**config.mk**
```make
export PLATFORM = sky130hd
export DESIGN_NAME = sliding_window_3x3_flat
export DESIGN_NICKNAME = d
export VERILOG_FILES = /design/src/rtl/sliding_window_3x3_pkg.sv /design/src/rtl/sliding_window_3x3_if.sv /design/src/rtl/sliding_window_3x3_line_buffer.sv /design/src/rtl/sliding_window_3x3.sv /design/src/flat_wrapper.sv
export SDC_FILE = /design/constraint.sdc
export NUM_CORES = 1
export LEC_CHECK = 0
export ABC_CLOCK_PERIOD_IN_PS = 3320
export BUFFER_PORTS_ARGS = -buffer_cell sky130_fd_sc_hd__buf_2
export CAP_MARGIN = 20
export CORE_AREA = 2 2 299 301
export DETAILED_ROUTE_END_ITERATION = 10
export DIE_AREA = 0 0 301 303
export PLACE_DENSITY = 0.69
export SYNTH_ARGS = -nofsm -noshare
export SYNTH_HDL_FRONTEND = slang
export SYNTH_SLANG_ARGS = --single-unit
```
**constraint.sdc**
```tcl
create_clock -name clk -period 3.32 [get_ports clk]
set_clock_uncertainty 0.1 [all_clocks]
set_input_delay 0.332 -clock clk [delete_from_list [all_inputs] [get_ports clk]]
set_output_delay 0.332 -clock clk [all_outputs]
set_load 0.005 [all_outputs]
```
**src/rtl/sliding_window_3x3_pkg.sv**
```systemverilog
`default_nettype none
// ---------------------------------------------------------------------------
// | Module      : sliding_window_3x3_pkg                                    |
// | Description : Shared constants and types for the 3x3 sliding window.    |
// | Revision    : 1.0 - initial release                                     |
// ---------------------------------------------------------------------------
package sliding_window_3x3_pkg;

   localparam int PIX_W_DEFAULT = 8;

   // Window positions, row-major, top-left = 1 ... bottom-right = 9
   localparam int WIN_TL = 1;
   localparam int WIN_TC = 2;
   localparam int WIN_TR = 3;
   localparam int WIN_ML = 4;
   localparam int WIN_MC = 5;
   localparam int WIN_MR = 6;
   localparam int WIN_BL = 7;
   localparam int WIN_BC = 8;
   localparam int WIN_BR = 9;

   typedef enum logic [0:0] {
      IDLE = 1'b0,
      RUN  = 1'b1
   } state_t;

endpackage
`default_nettype wire

```
**src/rtl/sliding_window_3x3_if.sv**
```systemverilog
`default_nettype none
// ---------------------------------------------------------------------------
// | Module      : sliding_window_3x3_if                                     |
// | Description : Pixel stream in, 3x3 window plus framing flags out.       |
// | Revision    : 1.0 - initial release                                     |
// ---------------------------------------------------------------------------
interface sliding_window_3x3_if
   import sliding_window_3x3_pkg::*;
#(
   parameter int PIX_W = PIX_W_DEFAULT
);
   logic             sof;
   logic             in_valid;
   logic [PIX_W-1:0] in_pixel;
   logic             en;
   logic             act;
   logic             frame_done;
   logic [PIX_W-1:0] sw_pixels1;
   logic [PIX_W-1:0] sw_pixels2;
   logic [PIX_W-1:0] sw_pixels3;
   logic [PIX_W-1:0] sw_pixels4;
   logic [PIX_W-1:0] sw_pixels5;
   logic [PIX_W-1:0] sw_pixels6;
   logic [PIX_W-1:0] sw_pixels7;
   logic [PIX_W-1:0] sw_pixels8;
   logic [PIX_W-1:0] sw_pixels9;

   // Pixel source / window consumer side
   modport master (
      output sof, in_valid, in_pixel,
      input  en, act, frame_done,
      input  sw_pixels1, sw_pixels2, sw_pixels3, sw_pixels4, sw_pixels5,
      input  sw_pixels6, sw_pixels7, sw_pixels8, sw_pixels9
   );

   // Window generator side
   modport slave (
      input  sof, in_valid, in_pixel,
      output en, act, frame_done,
      output sw_pixels1, sw_pixels2, sw_pixels3, sw_pixels4, sw_pixels5,
      output sw_pixels6, sw_pixels7, sw_pixels8, sw_pixels9
   );
endinterface
`default_nettype wire

```
**src/rtl/sliding_window_3x3_line_buffer.sv**
```systemverilog
`default_nettype none
// ---------------------------------------------------------------------------
// | Module      : sliding_window_3x3_line_buffer                            |
// | Description : One image line of storage. Read returns the content held  |
// |               before this cycle's write, so a same-address read/write   |
// |               sees the old pixel.                                       |
// | Revision    : 1.0 - initial release                                     |
// ---------------------------------------------------------------------------
module sliding_window_3x3_line_buffer #(
   parameter int DEPTH = 64,
   parameter int WIDTH = 8,
   parameter int AW    = (DEPTH > 1) ? $clog2(DEPTH) : 1
)(
   input  logic             clk,
   input  logic             wr_en,
   input  logic [AW-1:0]    wr_addr,
   input  logic [WIDTH-1:0] wr_data,
   input  logic [AW-1:0]    rd_addr,
   output logic [WIDTH-1:0] rd_data
);
   // Contents are deliberately not reset; the window gating hides stale data
   logic [WIDTH-1:0] r_mem [0:DEPTH-1];

   assign rd_data = r_mem[rd_addr];

   // Write port: storage updates on the edge, after the read has been used
   always_ff @(posedge clk) begin
      if (wr_en) begin
         r_mem[wr_addr] <= wr_data;
      end
   end
endmodule
`default_nettype wire

```
**src/rtl/sliding_window_3x3.sv**
```systemverilog
`default_nettype none
// ---------------------------------------------------------------------------
// | Module      : sliding_window_3x3                                        |
// | Description : Raster pixel stream to fully-inside 3x3 windows, one      |
// |               window one cycle after its bottom-right pixel arrives.    |
// | Revision    : 1.0 - initial release                                     |
// ---------------------------------------------------------------------------
module sliding_window_3x3
   import sliding_window_3x3_pkg::*;
#(
   parameter int PIX_W = PIX_W_DEFAULT,
   parameter int IMG_W = 64,
   parameter int IMG_H = 64
)(
   input  logic                 clk,
   input  logic                 rst_n,
   sliding_window_3x3_if.slave  bus
);
   localparam int c_COL_W = (IMG_W > 1) ? $clog2(IMG_W) : 1;
   localparam int c_ROW_W = (IMG_H > 1) ? $clog2(IMG_H) : 1;
   localparam logic [c_COL_W-1:0] c_COL_LAST = c_COL_W'(IMG_W - 1);
   localparam logic [c_ROW_W-1:0] c_ROW_LAST = c_ROW_W'(IMG_H - 1);

   state_t             r_state;
   state_t             w_state_nxt;
   logic [c_COL_W-1:0] r_col;
   logic [c_ROW_W-1:0] r_row;
   logic [c_COL_W-1:0] w_col;
   logic [c_ROW_W-1:0] w_row;
   logic               w_accept;
   logic               w_last;
   logic               w_win_ok;
   logic               w_act;
   logic [PIX_W-1:0]   w_tap1;
   logic [PIX_W-1:0]   w_tap2;
   logic [PIX_W-1:0]   r_win [1:9];
   logic               r_en;
   logic               r_frame_done;

   // A sof pixel is always taken and restarts the frame at (0,0)
   assign w_accept = bus.in_valid & (bus.sof | (r_state == RUN));
   assign w_col    = bus.sof ? '0 : r_col;
   assign w_row    = bus.sof ? '0 : r_row;
   assign w_last   = (w_row == c_ROW_LAST) && (w_col == c_COL_LAST);
   assign w_win_ok = (w_row >= c_ROW_W'(2)) && (w_col >= c_COL_W'(2));

   // lb1 holds row r-1, lb2 holds row r-2; lb1's old pixel ages into lb2
   sliding_window_3x3_line_buffer #(
      .DEPTH (IMG_W), .WIDTH (PIX_W), .AW (c_COL_W)
   ) u_lb1 (
      .clk     (clk),
      .wr_en   (w_accept),
      .wr_addr (w_col),
      .wr_data (bus.in_pixel),
      .rd_addr (w_col),
      .rd_data (w_tap1)
   );

   sliding_window_3x3_line_buffer #(
      .DEPTH (IMG_W), .WIDTH (PIX_W), .AW (c_COL_W)
   ) u_lb2 (
      .clk     (clk),
      .wr_en   (w_accept),
      .wr_addr (w_col),
      .wr_data (w_tap1),
      .rd_addr (w_col),
      .rd_data (w_tap2)
   );

   // Frame state register
   always_ff @(posedge clk) begin
      if (!rst_n) r_state <= IDLE;
      else        r_state <= w_state_nxt;
   end

   // Frame state transitions: enter on sof, leave after the final pixel
   always_comb begin
      w_state_nxt = r_state;
      case (r_state)
         IDLE:    if (bus.in_valid && bus.sof) w_state_nxt = RUN;
         RUN:     if (w_accept && w_last)      w_state_nxt = IDLE;
         default: w_state_nxt = IDLE;
      endcase
   end

   // Frame-active flag follows the state register, so it drops with frame_done
   always_comb begin
      w_act = (r_state == RUN);
   end

   // Raster position of the next expected pixel
   always_ff @(posedge clk) begin
      if (!rst_n) begin
         r_col <= '0;
         r_row <= '0;
      end else if (w_accept) begin
         if (w_last) begin
            r_col <= '0;
            r_row <= '0;
         end else if (w_col == c_COL_LAST) begin
            r_col <= '0;
            r_row <= w_row + 1'b1;
         end else begin
            r_col <= w_col + 1'b1;
            r_row <= w_row;
         end
      end
   end

   // Column shift register plus registered window / end-of-frame pulses
   always_ff @(posedge clk) begin
      if (!rst_n) begin
         for (int i = 1; i <= 9; i++) r_win[i] <= '0;
         r_en         <= 1'b0;
         r_frame_done <= 1'b0;
      end else begin
         r_en         <= w_accept & w_win_ok;
         r_frame_done <= w_accept & w_last;
         if (w_accept) begin
            r_win[WIN_TL] <= r_win[WIN_TC];
            r_win[WIN_TC] <= r_win[WIN_TR];
            r_win[WIN_TR] <= w_tap2;
            r_win[WIN_ML] <= r_win[WIN_MC];
            r_win[WIN_MC] <= r_win[WIN_MR];
            r_win[WIN_MR] <= w_tap1;
            r_win[WIN_BL] <= r_win[WIN_BC];
            r_win[WIN_BC] <= r_win[WIN_BR];
            r_win[WIN_BR] <= bus.in_pixel;
         end
      end
   end

   assign bus.en         = r_en;
   assign bus.act        = w_act;
   assign bus.frame_done = r_frame_done;
   assign bus.sw_pixels1 = r_win[WIN_TL];
   assign bus.sw_pixels2 = r_win[WIN_TC];
   assign bus.sw_pixels3 = r_win[WIN_TR];
   assign bus.sw_pixels4 = r_win[WIN_ML];
   assign bus.sw_pixels5 = r_win[WIN_MC];
   assign bus.sw_pixels6 = r_win[WIN_MR];
   assign bus.sw_pixels7 = r_win[WIN_BL];
   assign bus.sw_pixels8 = r_win[WIN_BC];
   assign bus.sw_pixels9 = r_win[WIN_BR];
endmodule
`default_nettype wire
```
**src/flat_wrapper.sv**
```systemverilog
// flat-port wrapper written by rule: the top's interface ports become plain ports
module sliding_window_3x3_flat import sliding_window_3x3_pkg::*;
#(
   parameter int PIX_W = PIX_W_DEFAULT,
   parameter int IMG_W = 64,
   parameter int IMG_H = 64
)
  (clk, rst_n, bus_sof, bus_in_valid, bus_in_pixel, bus_en, bus_act, bus_frame_done, bus_sw_pixels1, bus_sw_pixels2, bus_sw_pixels3, bus_sw_pixels4, bus_sw_pixels5, bus_sw_pixels6, bus_sw_pixels7, bus_sw_pixels8, bus_sw_pixels9);
  sliding_window_3x3_if #(.PIX_W(PIX_W)) bus_i ();
  input  logic clk;
  input  logic rst_n;
  input wire logic [$bits(bus_i.sof)-1:0] bus_sof;
  input wire logic [$bits(bus_i.in_valid)-1:0] bus_in_valid;
  input wire logic [$bits(bus_i.in_pixel)-1:0] bus_in_pixel;
  output wire logic [$bits(bus_i.en)-1:0] bus_en;
  output wire logic [$bits(bus_i.act)-1:0] bus_act;
  output wire logic [$bits(bus_i.frame_done)-1:0] bus_frame_done;
  output wire logic [$bits(bus_i.sw_pixels1)-1:0] bus_sw_pixels1;
  output wire logic [$bits(bus_i.sw_pixels2)-1:0] bus_sw_pixels2;
  output wire logic [$bits(bus_i.sw_pixels3)-1:0] bus_sw_pixels3;
  output wire logic [$bits(bus_i.sw_pixels4)-1:0] bus_sw_pixels4;
  output wire logic [$bits(bus_i.sw_pixels5)-1:0] bus_sw_pixels5;
  output wire logic [$bits(bus_i.sw_pixels6)-1:0] bus_sw_pixels6;
  output wire logic [$bits(bus_i.sw_pixels7)-1:0] bus_sw_pixels7;
  output wire logic [$bits(bus_i.sw_pixels8)-1:0] bus_sw_pixels8;
  output wire logic [$bits(bus_i.sw_pixels9)-1:0] bus_sw_pixels9;
  assign bus_i.sof = bus_sof;
  assign bus_i.in_valid = bus_in_valid;
  assign bus_i.in_pixel = bus_in_pixel;
  assign bus_en = bus_i.en;
  assign bus_act = bus_i.act;
  assign bus_frame_done = bus_i.frame_done;
  assign bus_sw_pixels1 = bus_i.sw_pixels1;
  assign bus_sw_pixels2 = bus_i.sw_pixels2;
  assign bus_sw_pixels3 = bus_i.sw_pixels3;
  assign bus_sw_pixels4 = bus_i.sw_pixels4;
  assign bus_sw_pixels5 = bus_i.sw_pixels5;
  assign bus_sw_pixels6 = bus_i.sw_pixels6;
  assign bus_sw_pixels7 = bus_i.sw_pixels7;
  assign bus_sw_pixels8 = bus_i.sw_pixels8;
  assign bus_sw_pixels9 = bus_i.sw_pixels9;
  sliding_window_3x3 #(.PIX_W(PIX_W), .IMG_W(IMG_W), .IMG_H(IMG_H)) u_core (.clk(clk), .rst_n(rst_n), .bus(bus_i));
endmodule
```
==> metrics.cfg, run 1 <==
[yosys]
synth_xor_area_share_pct = 0.0200
synth_top_family_by_area = compound AO/OA/AOI/OAI gates
syn_nets = 2601
synthCells = 2588
ys_seq_area_share_pct = 75.8
synthAdderAreaFrac_pct = 0.0286
syn_area_sq_um = 43800
async_flop_share_pct = 0
synth_area_per_cell_sq_um = 16.9
synth_edf_count = 1096
synth_seq_cells = 1111
synth_cell_types = 63
synth_compound_area_share_pct = 9.68
ys.flop_type = edfxtp_1
synth_mux_area_share_pct = 8.26
yosysWarnings = 0
yosys.area_share.simple_pct = 4.10

[clocking]
cts-buffers-inserted = 106
h-tree-depth = 3
path_clk_slew_ps = 60
cts_tree = done
clk_latency_ps = 690
cts.sinks = 1111
cts_root_buf = clkbuf_16
clockBufferDepth = 3

[floorplan]
fp.dieArea_sq_um = 91200
die_h_um = 303
die-width_um = 301
ios = 87
rows = 109
start_util_pct = 49.8
core_area_sq_um = 88000

[cells_and_area]
final_nets = 2889
area_delta_synth_final_pct = 16.7
layout-drive-gt1-share_pct = 20.8
final_cells = 4129

[run_status]
status = complete, but fails checks
violations = negative setup slack

[power]
power_density_nw_per_um2 = 573
combPwrFrac_pct = 5.3
seq_power_share_pct = 53.4
power.leakage_nw = 16.8
ir_drop_uv = 405
switchingPower_mw = 6.20
p_total_mw = 29.3
switching_share_pct = 21.2
p_clk_share_pct = 41.3
p_int_mw = 23.1

[critical_path]
end_kind = flop
start_kind = flop
critPathMaxFanout = 48
required_ps = 3590
crit_type = reg2reg
crit_arrival_ps = 3630

[hold_path]
hold_class = in2reg

[global_route]
grt_pass1_vias = 25523
globalRouteOverflowTotal = 0
grt_max_degree = 70
antenna_found_initial = 4
grt_pass1_wl_um = 181000
grt_use_total_pct = 27.6

[timing]
hold_violations = 0
fin_ws_ps = -46.7
report.final.slew_viol_count = 0
rsz0062_at_grt = false
worstMarginPinSlew_ps = 1090
fin_crit_sh_pct = 101
fin_crit_ps = 3370
relSlewSlack_pct = 27.3
max_freq_mhz = 297
finalSetupViolations = 33

[detailed_routing]
vias = 26653
drc_errors = 0
ant_nets = 0
wire_per_inst_um = 30.7
dr.pass1.iters = 8
via_per_inst = 6.46
totalWireLength_um = 127000
drt-initial-drc-count = 3788

[placement]
numPortBuffers = 86
dp_hpwl_um = 80500
placed_cells = 3926
preCtsSetupSlack_ps = -304
place_congestion = 0.945

[flow_run]
max_cap_violations = 0

-- metal layers --
| metal | vias to the layer above | wire [um] | GRT usage (%) |
|---|---|---|---|
| met4 | 6 | 6000 | 13.1 |
| met1 | 13546 | 49400 | 38.0 |
| met2 | 1701 | 58300 | 42.6 |
| met3 | 303 | 13200 | 5.50 |
| met5 | - | 42 | 0 |
| li1 | 11097 | - | - |
-- cells by family after synthesis --
family                     count (synthesis)
and+or+nand+nor                          379
adders and majority gates                  1
AOI/OAI and AO/OA                        597
buffers and inverters                    188
DFF                                     1111
xor gates and xnor gates                   1
muxes                                    311
-- final cells by class --
class	instances	area, sq um
Tap cell	1165	1460
Fill cell	6555	36900
Multi-Input combinational cell	1289	9840
Inverter	5	21.3
Sequential cell	1111	33200
Timing Repair Buffer	363	3080
Antenna cell	1	2.50
Clock inverter	56	607
Clock buffer	139	2880
-- placed cells by master, fill, tap and decap left out, types with 60 or more instances in the layout --
| cell type | count |
|---|---|
| nor2_1 | 99 |
| nand2_1 | 116 |
| o21ai_0 | 101 |
| a21oi_1 | 65 |
| edfxtp_1 | 1096 |
| buf_4 | 232 |
| o22ai_1 | 79 |
| buf_2 | 85 |
| mux2i_1 | 248 |
| clkbuf_16 | 109 |
| a211oi_1 | 60 |
-- cell usage after synthesis (all sizes together) (10+ instances only) --
master	instances	area (sq um)
a2111oi	10	87.6
a211oi	66	495
a21oi	65	325
a221oi	55	482
a222oi	15	150
a22o	58	508
a22oi	39	293
a31oi	19	119
and3	57	357
buf	107	607
clkbuf	76	285
dfxtp	15	300
edfxtp	1096	32900
mux2	25	282
mux2i	248	2480
mux4	38	856
nand2	117	439
nand3	20	100
nor2	103	392
nor2b	24	150
nor3	20	105
o21ai	103	515
o22a	20	175
o22ai	79	494
o2bb2ai	19	166
-- power groups by stage --
stage               Clock (mW)  Combinational (mW)  Sequential [mW]
floorplan                    0               0.753             15.9
global placement             0                1.48             15.9
detailed placement           0                1.52             15.9
CTS                       12.2                1.53             15.6
global route              12.8                1.63             15.6
finish                    12.1                1.56             15.6
-- worst paths after layout --
check	slack, ps	depth (start not counted)	to	start
worst max register to register	-50	8	u_core.u_lb2.r_mem[53][6]	u_core.r_col[0]
worst min register to register	420	2	u_core.r_row[1]	u_core.r_row[1]
worst max-delay path	-50	8	u_core.u_lb2.r_mem[53][6]	u_core.r_col[0]
worst min-delay path	50	2	u_core.r_row[1]	rst_n
-- through the flow --
step / util, % / cell area [sq um] / setup TNS, ps / hold WS (ps)
floorplan: - / 43800 / 0 / 331
global placement: 53.9 / 47500 / -31340 / 394
detailed placement: 53.9 / 47500 / -27440 / 403
CTS: 58.0 / 51000 / 0 / 7.41
global route: 58.1 / 51100 / 0 / 65.4
finish: 58.1 / 51100 / -1260 / 51.4
-- state kept, by name, indices dropped and copies added (netlist names) --
register	count
u_core.bus.act	1
u_core.bus.frame_done	1
u_core.r_win	72
u_core.bus.en	1
u_core.u_lb2.r_mem	512
u_core.r_row	6
u_core.u_lb1.r_mem	512
u_core.r_col	6
-- critical path, cell delays in order (launching register included) --
cell and delay, ps:
dfxtp_4 470, nor2b_4 230, buf_12 190, buf_4 270, a22o_1 190, a211oi_1 760, o22a_1 260, nand3_2 150
buf_12 220
-- timing repair --
action / 4_1_cts / 5_1_grt
setup endpoints to repair: 280 / 269
hold endpoints to repair: 3 / 0
pin swaps: 0 / 0
hold buffers: 1 / 0
resized for setup: 8 / 7
buffers inserted: 0 / 5
Note: power is estimated with default switching activity, not from simulation.
==> inputs of run 2 (changes only) <==
BUFFER_PORTS_ARGS = -buffer_cell sky130_fd_sc_hd__buf_4   (was -buffer_cell sky130_fd_sc_hd__buf_2)
CTS_CLUSTER_DIAMETER = 40   (was unset)
SYNTH_HIERARCHICAL = 1   (was unset)
==> run 2 against run 1 <==
The run now ends clean. Largest cell class unchanged. Clock power up 21%. Sequential power about the same. Core utilization up 1.5 points. Maximum frequency up 2.5%. Register-to-register slack better by 80 ps. Critical path depth up 1. Highest routed layer is now met4. Flip-flop and latch count unchanged. Wire length down 20%. Final cell count down 8.1%. Hold slack better by 37 ps. Global-route usage down 5.1 points.
==> metrics.cfg, run 2 <==
[run_status]
status = finished clean

[cells_and_area]
seq_area_sq_um = 33200  ; about the same
top_regs = u_core/u_lb1/r_mem: 512 flops, u_core/u_lb2/r_mem: 512 flops, u_core/r_win: 72 flops
multiInputGateArea_sq_um = 9860  ; +0.15%
fillers = 6073  ; -7.4%
layout_commonest_cell = edfxtp_1
final_nets = 2533  ; -12%
finalInstanceArea_sq_um = 52400  ; +2.5%
fin_util_pct = 59.6  ; +1.5 points
area_delta_synth_final_pct = 20.2
layout-drive-gt1-share_pct = 34.3  ; +14 points
final_cell_mix = 1096 x edfxtp_1, 345 x buf_4, 252 x mux4_2

[detailed_routing]
drc_errors = 0  ; unchanged
ant_nets = 0  ; unchanged
vias = 22817  ; -14%
totalWireLength_um = 102000  ; -20%
via_per_inst = 6.01  ; -6.9%
dr.pass1.iters = 5  ; -3
wire_per_inst_um = 26.8  ; -13%
drt-initial-drc-count = 2678  ; -29%

[timing]
relSlewSlack_pct = 25.3  ; -2.0 points
max_freq_mhz = 305  ; +2.5%
worstMarginPinSlew_ps = 1120  ; +25.2 ps
fin_crit_sh_pct = 98.9  ; -2.5 points
finalSetupViolations = 0  ; -100%
fin_crit_ps = 3280  ; -83.5 ps
fin_ws_ps = 36.8  ; +83.5 ps
hold_violations = 0  ; unchanged
rsz0062_at_grt = false
report.final.slew_viol_count = 0  ; unchanged

[yosys]
async_flop_share_pct = 0  ; unchanged
synth_seq_cells = 1111  ; unchanged
synth_top_area_share_pct = 75.5  ; +0.36 points
synth.most_common_cell = edfxtp_1
synth.largest_area_cell = edfxtp_1
ys_seq_area_share_pct = 76.2  ; +0.37 points
synthCells = 2126  ; -18%
synth_commonest_cells = 1096 x edfxtp_1, 252 x mux4_2, 171 x nor2_1
syn_nets = 2139  ; -18%
synth_cell_types = 61  ; -3.2%
synth_area_per_cell_sq_um = 20.5  ; +21%
yosysWarnings = 6  ; +6
synth_edf_count = 1096  ; unchanged
syn_area_sq_um = 43600  ; -0.48%
synthTopCellsByArea = edfxtp_1 76%, mux4_2 13%, nor2_1 1.5%
ys.flop_type = edfxtp_1

[placement]
numPortBuffers = 86  ; unchanged
preCtsSetupSlack_ps = -297  ; +7.42 ps
dp_hpwl_um = 63700  ; -21%
place_congestion = 0.888  ; -5.9%
place_area_sq_um = 47700  ; +0.59%

[hold_path]
hold_class = in2reg

[floorplan]
die_h_um = 303  ; unchanged
ios = 87  ; unchanged
rows = 109  ; unchanged
start_util_pct = 49.6  ; -0.24 points
core_area_sq_um = 88000  ; unchanged
die-width_um = 301  ; unchanged
fp.dieArea_sq_um = 91200  ; unchanged

[critical_path]
reg2reg_slack_ps = 40  ; +80 ps
crit_type = reg2reg
start_kind = flop
end_kind = flop
crit_arrival_ps = 3650  ; +20 ps
critPathMaxFanout = 15  ; -69%
required_ps = 3690  ; +100 ps

[clocking]
cts.sinks = 1111  ; unchanged
cts-buffers-inserted = 133  ; +25%
clockBufferDepth = 3  ; unchanged
clk_latency_ps = 710  ; +20 ps
path_clk_slew_ps = 60  ; about the same
h-tree-depth = 4  ; +1
cts_tree = done
cts_root_buf = clkbuf_16

[global_route]
grt_max_degree = 66  ; -5.7%
grt_use_total_pct = 22.5  ; -5.1 points
antenna_found_initial = 2  ; -2
grt_pass1_vias = 22964  ; -10%
globalRouteOverflowTotal = 0  ; unchanged
grt_pass1_wl_um = 149000  ; -18%

[flow_run]
max_cap_violations = 0  ; unchanged

[power]
power.leakage_nw = 17.1  ; +1.9%
ir_drop_uv = 427  ; +5.5%
power_density_nw_per_um2 = 597  ; +4.2%

-- run 2: changes by cell type after synthesis, moves of 63 or more --
cell	delta
nand2_1	-70
nor2_1	+70
mux4_2	+214
o21ai_0	-93
mux2i_1	-201
o22ai_1	-63
-- run 2: area by class of cell --
cell class,count,share of cell area [%]
diodes,1,0.00478
clock buffers,152,6.69
clock inverters,92,1.94
inverters,3,0.0215
multi-input cells,890,18.8
flip-flops and latches,1111,63.4
well taps,1165,2.78
repair buffers,381,6.36
-- run 2: logic make-up (layout without fill, tap and decap cells) --
kind of cell | Yosys count | after routing | synth area share [%]
simple gates | 428 | 428 | 4.92
compound gates | 134 | 134 | 2.33
other cells | 0 | 1 | 0
fa+ha+maj | 1 | 1 | 0.0287
buf+inv | 125 | 628 | 1.70
mux | 326 | 326 | 14.8
flops | 1111 | 1111 | 76.2
xor+xnor | 1 | 1 | 0.0201
-- run 2: worst paths after layout --
path,startpoint,cells past startpoint,to
setup / recovery,u_core/r_col[3],9,u_core/r_win[0][22]
hold / removal,bus_in_pixel[4],1,u_core/u_lb1/r_mem[46][4]
setup reg to reg,u_core/r_col[3],9,u_core/r_win[0][22]
hold reg to reg,u_core/r_row[1],1,u_core/r_row[1]
-- run 2: worst max-delay path: stages, from the launching register on --
cell and delay, ps:
dfxtp_1 560, nor2b_4 250, buf_12 120, buf_4 240, buf_4 300, mux2_2 390
o221a_2 310, nor3_2 420, o32ai_1 150, and3_1 180
-- run 2: report_power, final --
part,internal [mW],switching (mW)
clock network,8.81,5.77
registers,15.5,0.0479
logic,0.472,0.646
-- run 2: stage by stage --
stage / power [mW] / setup TNS (ps) / cells / hold WS [ps]
6_report: 31.3 / 0 / 3795 / 88.8
5_1_grt: 32.1 / 0 / 3794 / 103
4_1_cts: 31.5 / 0 / 3793 / 63.8
3_5_place_dp: 17.0 / -17100 / 3544 / 401
3_3_place_gp: 16.9 / -19520 / 3543 / 365
2_1_floorplan: 16.4 / -85890 / 2126 / 331
-- run 2: metal layers --
layer | vias up | global-route usage (%) | part of all wire [%]
li1 | 9639 | - | -
met1 | 11880 | 31.2 | 40
met2 | 1134 | 35.6 | 49
met3 | 164 | 5.35 | 8.9
met4 | 0 | 7.29 | 2.3
met5 | - | 0 | 0
-- run 2: what timing repair did --
item / in CTS / in global routing
cloned: 1 / 1
endpoints found under the hold margin: 4 / 0
buffers inserted: 3 / 0
resized for setup: 3 / 5
endpoints found under the setup margin: 77 / 382
hold buffers: 1 / 0
